**src/rtl/axi3_rd_arbiter.sv**
```systemverilog
// axi3_rd_arbiter: shares one AXI3 read port between the icache refill
// (0), dcache cached refill (1) and dcache uncached (2) masters. One
// transaction in flight; the grant is locked from AR handshake to RLAST.
// Build option: define AXI_RD_ARB_FIXED_PRIO_EN for fixed priority
// (lowest index wins); default is round-robin.

// Per-requester handshake gating: only the owner sees the downstream
// AR/R handshakes, and only while the arbiter is in the matching phase.
module axi3_rd_arb_port (
  input  logic ar_phase_i,
  input  logic r_phase_i,
  input  logic own_i,
  input  logic m_arready_i,
  input  logic m_rvalid_i,
  output logic s_arready_o,
  output logic s_rvalid_o
);
  assign s_arready_o = ar_phase_i & own_i & m_arready_i;
  assign s_rvalid_o  = r_phase_i  & own_i & m_rvalid_i;
endmodule

module axi3_rd_arbiter #(
  parameter int N_REQ      = 3,
  parameter int ADDR_WIDTH = 32,
  parameter int DATA_WIDTH = 32,
  parameter int ID_WIDTH   = 4
) (
  input  logic                                clk,
  input  logic                                rst,
  input  logic [N_REQ-1:0]                    s_arvalid,
  output logic [N_REQ-1:0]                    s_arready,
  input  logic [N_REQ-1:0][ADDR_WIDTH-1:0]    s_araddr,
  input  logic [N_REQ-1:0][3:0]               s_arlen,
  input  logic [N_REQ-1:0][2:0]               s_arsize,
  input  logic [N_REQ-1:0][1:0]               s_arburst,
  output logic [N_REQ-1:0]                    s_rvalid,
  input  logic [N_REQ-1:0]                    s_rready,
  output logic [DATA_WIDTH-1:0]               s_rdata,
  output logic [1:0]                          s_rresp,
  output logic                                s_rlast,
  output logic                                m_arvalid,
  input  logic                                m_arready,
  output logic [ID_WIDTH-1:0]                 m_arid,
  output logic [ADDR_WIDTH-1:0]               m_araddr,
  output logic [3:0]                          m_arlen,
  output logic [2:0]                          m_arsize,
  output logic [1:0]                          m_arburst,
  input  logic                                m_rvalid,
  output logic                                m_rready,
  input  logic [DATA_WIDTH-1:0]               m_rdata,
  input  logic [1:0]                          m_rresp,
  input  logic                                m_rlast
);

  localparam int OW = (N_REQ > 1) ? $clog2(N_REQ) : 1;

  typedef enum logic [1:0] {IDLE, ADDR, DATA} state_e;

  state_e        state_q, state_d;
  logic [OW-1:0] owner_q, owner_d;
  logic [OW-1:0] rr_ptr_q, rr_ptr_d;
  logic [OW-1:0] winner;
  logic          any_req;
  logic          ar_phase, r_phase;
  logic          rlast_hs;

  assign any_req  = |s_arvalid;
  assign rlast_hs = r_phase & m_rvalid & m_rready & m_rlast;

  // Winner search: first requester at or after rr_ptr, wrapping at N_REQ.
  // The fixed-priority build pins rr_ptr at 0, which turns this same
  // search into lowest-index-wins.
  always_comb begin
    logic [OW:0]   cand;
    logic [OW-1:0] idx;
    logic          found;
    winner = '0;
    found  = 1'b0;
    cand   = '0;
    idx    = '0;
    for (int k = 0; k < N_REQ; k++) begin
      cand = {1'b0, rr_ptr_q} + (OW+1)'(k);
      if (cand >= (OW+1)'(N_REQ)) cand = cand - (OW+1)'(N_REQ);
      idx = cand[OW-1:0];
      if (!found && s_arvalid[idx]) begin
        winner = idx;
        found  = 1'b1;
      end
    end
  end

  // State, owner and round-robin pointer registers
  always_ff @(posedge clk or negedge rst) begin
    if (!rst) begin
      state_q  <= IDLE;
      owner_q  <= '0;
      rr_ptr_q <= '0;
    end else begin
      state_q  <= state_d;
      owner_q  <= owner_d;
      rr_ptr_q <= rr_ptr_d;
    end
  end

  // Next state: grant in IDLE, wait for AR accept, then hold until RLAST
  always_comb begin
    state_d  = state_q;
    owner_d  = owner_q;
    rr_ptr_d = rr_ptr_q;
    unique case (state_q)
      IDLE: begin
        if (any_req) begin
          owner_d = winner;
          state_d = ADDR;
        end
      end
      ADDR: begin
        if (m_arready) state_d = DATA;
      end
      DATA: begin
        if (rlast_hs) begin
          state_d = IDLE;
`ifdef AXI_RD_ARB_FIXED_PRIO_EN
          rr_ptr_d = '0;
`else
          rr_ptr_d = (owner_q == OW'(N_REQ-1)) ? '0 : owner_q + OW'(1);
`endif
        end
      end
      default: state_d = IDLE;
    endcase
  end

  // Outputs: AR mux from the owner, R payload passes straight through
  always_comb begin
    ar_phase  = (state_q == ADDR);
    r_phase   = (state_q == DATA);
    m_arvalid = ar_phase;
    m_arid    = ID_WIDTH'(owner_q);
    m_araddr  = s_araddr[owner_q];
    m_arlen   = s_arlen[owner_q];
    m_arsize  = s_arsize[owner_q];
    m_arburst = s_arburst[owner_q];
    m_rready  = r_phase & s_rready[owner_q];
    s_rdata   = m_rdata;
    s_rresp   = m_rresp;
    s_rlast   = m_rlast;
  end

  for (genvar g = 0; g < N_REQ; g++) begin : g_port
    axi3_rd_arb_port u_port (
      .ar_phase_i  (ar_phase),
      .r_phase_i   (r_phase),
      .own_i       (owner_q == OW'(g)),
      .m_arready_i (m_arready),
      .m_rvalid_i  (m_rvalid),
      .s_arready_o (s_arready[g]),
      .s_rvalid_o  (s_rvalid[g])
    );
  end

endmodule

```
**config.mk**
```make
export PLATFORM = sky130hd
export DESIGN_NAME = axi3_rd_arbiter
export DESIGN_NICKNAME = d
export VERILOG_FILES = /design/src/rtl/axi3_rd_arbiter.sv
export SDC_FILE = /design/constraint.sdc
export NUM_CORES = 1
export LEC_CHECK = 0
export BUFFER_PORTS_ARGS = -buffer_cell sky130_fd_sc_hd__buf_2
export CAP_MARGIN = 15
export CORE_AREA = 2 2 98 100
export CTS_CLUSTER_SIZE = 12
export DETAILED_ROUTE_END_ITERATION = 10
export DIE_AREA = 0 0 100 102
export GPL_ROUTABILITY_DRIVEN = 0
export PLACE_DENSITY = 0.68
export REMOVE_ABC_BUFFERS = 1
export SLEW_MARGIN = 20
export SYNTH_ARGS = -nofsm -noshare
export SYNTH_HDL_FRONTEND = slang
export SYNTH_SLANG_ARGS = --single-unit
```
**constraint.sdc**
```tcl
create_clock -name clk -period 1.58 [get_ports clk]
set_clock_uncertainty 0.2 [all_clocks]
set_input_delay 0.316 -clock clk [delete_from_list [all_inputs] [get_ports clk]]
set_output_delay 0.316 -clock clk [all_outputs]
set_load 0.005 [all_outputs]
```
# Yosys cells after proc, flatten, opt, wreduce, memory -nomap -nowiden
# Cells that the tools add are included.
# W data, S select, Z words.
word_totals:
  reg_bits: 6
  output_inout_bits: 88
  elab_cells: 78
op_classes:
  add_sub_neg: 6
  magnitude_cmp: 7
  n_eq_ne: 7
  mux: 29
  bitwise_logic: 16
  reduce_logical: 10
ops:
  columns: ["cell", "count"]
  rows:
  - ["$bmux W32 S2", 1]
  - ["$mux W32", 1]
  - ["$mux W2", 11]
  - ["$and A1 B1 Y1", 16]
  - ["$lt A2 B3 Y1 const B", 4]
  - ["$bmux W1 S2", 4]
  - ["$bmux W4 S2", 1]
  - ["$bmux W3 S2", 1]
  - ["$ge A3 B2 Y1 const B", 2]
  - ["$mux W1", 6]
  - ["$ne A2 B2 Y1 const B", 3]
  - ["$pmux W2 S3", 1]
  - ["$sub A2 B2 Y2 const B", 3]
  - ["$bmux W2 S2", 1]
  - ["$eq A2 B1 Y1 const B", 2]
  - ["$eq A2 B2 Y1 const B", 2]
  - ["$logic_not A2 Y1", 2]
  - ["$mux W4", 1]
  - ["$reduce_and A2 Y1", 2]
  - ["$add A2 B1 Y3 const B", 1]
  - ["$add A2 B2 Y3 const B", 1]
  - ["$mux W3", 1]
  - ["$reduce_and A3 Y1", 1]
  - ["$reduce_or A3 Y1", 1]
  - ["other kinds (4)", 6]

# Depth between registers and ports, before layout
logic_depth:
  depth_word: 11
  ltp_mapped: 6
  ltp_nobuf: 6

# Cells and area by module
# From an unflattened synthesis, not the netlist that was laid out.
unflattened:
  hier_cells: 235
  area_unflattened_um2: 1652.8
modules_own_cells:
  columns: ["module", "instances", "cells_per_inst", "area_each_um2", "seq_area_each_um2"]
  rows:
  - ["axi3_rd_arbiter", 1, 229, 1615.3, 150.1]
  - ["axi3_rd_arb_port", 3, 2, 12.5, 0.0]

# Least setup slack after synthesis
# OpenSTA, ideal clock, no wires.
synth_path:
  kind: "reg-to-output"
  start: "register owner_q[0]"
  end: "output s_arready[0]"
  arrival_time_ns: 1.071
  path_slack_ns: -0.007
  stages_incl_launch_ff: 5
  path_buffers: 3
  path_cell_list: "dfrtp_1 buf_2 buf_2 nor3_1 buf_4"
synth_between:
  elab_chain_cells: 3
synth_rtl:
  columns: ["element", "line_no", "text"]
  rows:
  - ["from (decl)", "60", "logic [OW-1:0] owner_q, owner_d;"]
  - ["from (signal assigned)", "100", "owner_q <= owner_d;"]
  - ["$logic_not A2 Y1", "154", ".own_i (owner_q == OW'(g)),"]
  - ["$and A1 B1 Y1 (2 in a row)", "18", "assign s_arready_o = ar_phase_i & own_i & m_arready_i;"]
  - ["to (decl)", "31", "output logic [N_REQ-1:0] s_arready,"]
# Every way passes these cells.

# Worst setup path after layout
layout_path:
  start: "register owner_q[1]"
  end: "output m_araddr[11]"
layout_between:
  elab_chain_cells: 2
layout_rtl:
  columns: ["element", "line_no", "text"]
  rows:
  - ["$bmux W32 S2", "140", "m_araddr = s_araddr[owner_q];"]
  - ["$mux W32 (implied by the code)", "140", null]
  - ["to (decl)", "44", "output logic [ADDR_WIDTH-1:0] m_araddr,"]
# Every way passes these cells. The select of a mux whose other input is x is not followed.

==> impl_metrics.toml <==
[drt]
num_vias = 2354
wirelength_mm = 8.462
wl_per_cell_um = 16.53
routed_via_density = 4.598
drc_errors = 0
firstDrtPassIters = 4
drtIter0Drc = 44
ant_nets = 0

[floorplan]
rows = 35
io_pins = 256
initial_core_util = 0.1856
core_um2 = 9109
die_y_um = 102
dieWidth_um = 100
dieArea_um2 = 10200

[clocking]
clkLatencyLatePin_ns = 0.22
cts_sinks = 6
cts.htree.levels = 1
root_buffer = "clkbuf_8"
cts.clk_slew.worst_paths_ns = 0.04
cts_buffer_depth = 2
cts_buffers = 3
cts_tree = "built"

[critical_path]
path_delay_family = "flip-flops"
reg2reg_slack_ns = 0.02
worstPathCellList = "nor2b_4, buf_12, buf_12, nand2_1, o21ai_1, buf_2"
r2r-end = "rr_ptr_q[0]"
cp_slowest_stage_delay_ns = 0.49
slowest_stage = "dfrtp_2"
cp.required_ns = 1.06
cp-start-kind = "flop"
crit_path_end_kind = "primary output"
cpMostUsedCell = "buf_12"
critPathKind = "reg -> out"
crit_buf_inv = 3
worstPathArrival_ns = 1.43
r2r-start = "owner_q[1]"
reg2reg_depth = 7
cp_max_fo = 8

[global_route]
grt_overflow = 0
first_global_vias = 1927
grt_first_pass_wirelength_mm = 9.860
grt_max_degree = 34
grt_util_all_layers = 0.1254
antenna_found_initial = 0

[min_path]
hold_depth = 2
min_path_type = "in -> reg"
min_from = "m_arready"
hold_path_end = "state_q[0]"

[place]
place_inst = 497
place_hpwl_mm = 6.260
io_buffers = 185

[layout]
antenna_cells = 0
fin_cells = 512
utilization = 0.3210
syn2layout_area_growth_pct = 72.98
final_nets = 573
drive_above_1_share = 0.6259

[timing]
finalCritPeriodShare = 1.234
finalSetupTns_ns = -15.15
fin_ws_ns = -0.3699
drv_slew = 0
min_period_ns = 1.950
rsz0062_at_grt = "true"
setup-violations-final = 49
hold_viol_final = 0
whs_ns = 0.1176
max_freq_ghz = 0.5128

[synth]
ys_ff_latch = 6
synthTopCellsByArea = "mux2i_1 26%, buf_4 20%, o21ai_1 13%, nand2_1 10%, dfrtp_1 8.9%"
yosysWarnings = 0
synthesis.area_um2 = 1690
syn_area_per_cell_um2 = 6.928
synth.distinct_cells = 28
ys_seq_area_frac = 0.08882
synth_top_area_cell = "mux2i_1"
syn-instance-count = 244
synth.top_cell.area_share = 0.2605

[power_and_ir_drop]
peakVddDrop_uv = 705.0
leakagePower_nw = 1.484
p_per_area_nw_per_um2 = 1286

[flow_run]
drv_cap = 0

[run_status]
status = "complete, but fails checks"
violations = "setup timing"
[final cells by class]
type,count,area (µm²)
clock buffer,4,45.04
fill,942,6185
inverter,5,18.77
multi-input combinational,176,1272
sequential,6,152.6
tap,111,138.9
timing repair buffer,210,1296
[layout by cell type (no fill, tap or decap), types with 5 or more instances in the layout]
cell and count:
buf_12 7, buf_2 184, buf_4 7, buf_6 6, mux2i_1 43, nand2_1 31
nand2_2 10, nand2_4 5, o21ai_1 43
[routing by layer]
| layer | share of wire | global-route usage |
|---|---|---|
| met5 | 0 | 0 |
| met4 | 0.0040 | 0.01581 |
| met3 | 0.15 | 0.07798 |
| met2 | 0.47 | 0.2100 |
| met1 | 0.38 | 0.1404 |
[kinds of logic (layout without fill, tap and decap cells)]
family | Yosys count | count (layout) | share of synthesized area
mux | 44 | 44 | 0.2605
simple gates | 68 | 68 | 0.1754
other cells | 1 | 2 | 0.002218
buf+inv | 63 | 219 | 0.2605
fa+ha+maj | 3 | 3 | 0.02221
flops | 6 | 6 | 0.08882
compound gates | 59 | 59 | 0.1902
[state kept, by name, summed over array words and instances (netlist names)]
| register | flops |
|---|---|
| state_q | 2 |
| rr_ptr_q | 2 |
| owner_q | 2 |
[how the worst max path moves through the flow]
| stage | startpoint | endpoint | slack [ns] | cells past startpoint |
|---|---|---|---|---|
| finish | owner_q[1] | m_araddr[11] | -0.37 | 6 |
| global route | owner_q[1] | m_araddr[11] | -0.43 | 6 |
| CTS | owner_q[1] | m_araddr[11] | -0.37 | 4 |
| detailed placement | owner_q[1] | m_araddr[11] | -0.13 | 4 |
| global placement | owner_q[1] | m_rready | -0.09 | 4 |
| floorplan | owner_q[1] | m_araddr[0] | -1.96 | 3 |
[synthesized netlist by cell type, drive strengths merged]
library cell  instances
o21ai                47
nor3                  4
conb                  1
mux2i                44
nand3b                1
o22ai                 1
clkbuf                3
a21oi                 4
nand2b                8
o211ai                1
a211oi                1
o22a                  1
inv                   5
o31ai                 2
a22oi                 1
dfrtp                 6
nand4                 1
buf                  55
nand2                46
nor2b                 2
a221o                 1
nor2                  6
ha                    3
[repair_timing]
action / CTS / global route
pin swaps: 4 / 10
resized for setup: 9 / 43
hold buffers: 1 / 0
cloned: 0 / 5
endpoints found under the hold margin: 6 / 0
setup buffers: 0 / 5
setup endpoints to repair: 51 / 53
[through the flow]
step	total power [mW]	setup slack, ns	cell area [µm²]
4_1_cts	3.155	-0.3674	2601
2_1_floorplan	1.617	-1.962	1272
3_5_place_dp	2.828	-0.1298	2502
5_1_grt	4.064	-0.4310	2924
6_report	3.760	-0.3699	2924
3_3_place_gp	2.769	-0.09223	2502
[power breakdown]
group,switching [mW],internal [mW],leakage (nW),total [mW]
registers,0.0826,0.211,0.0755,0.294
clock network,0.0686,0.174,0.0228,0.242
logic,1.51,1.72,1.39,3.22
Note: power is estimated with default switching activity, not from simulation.
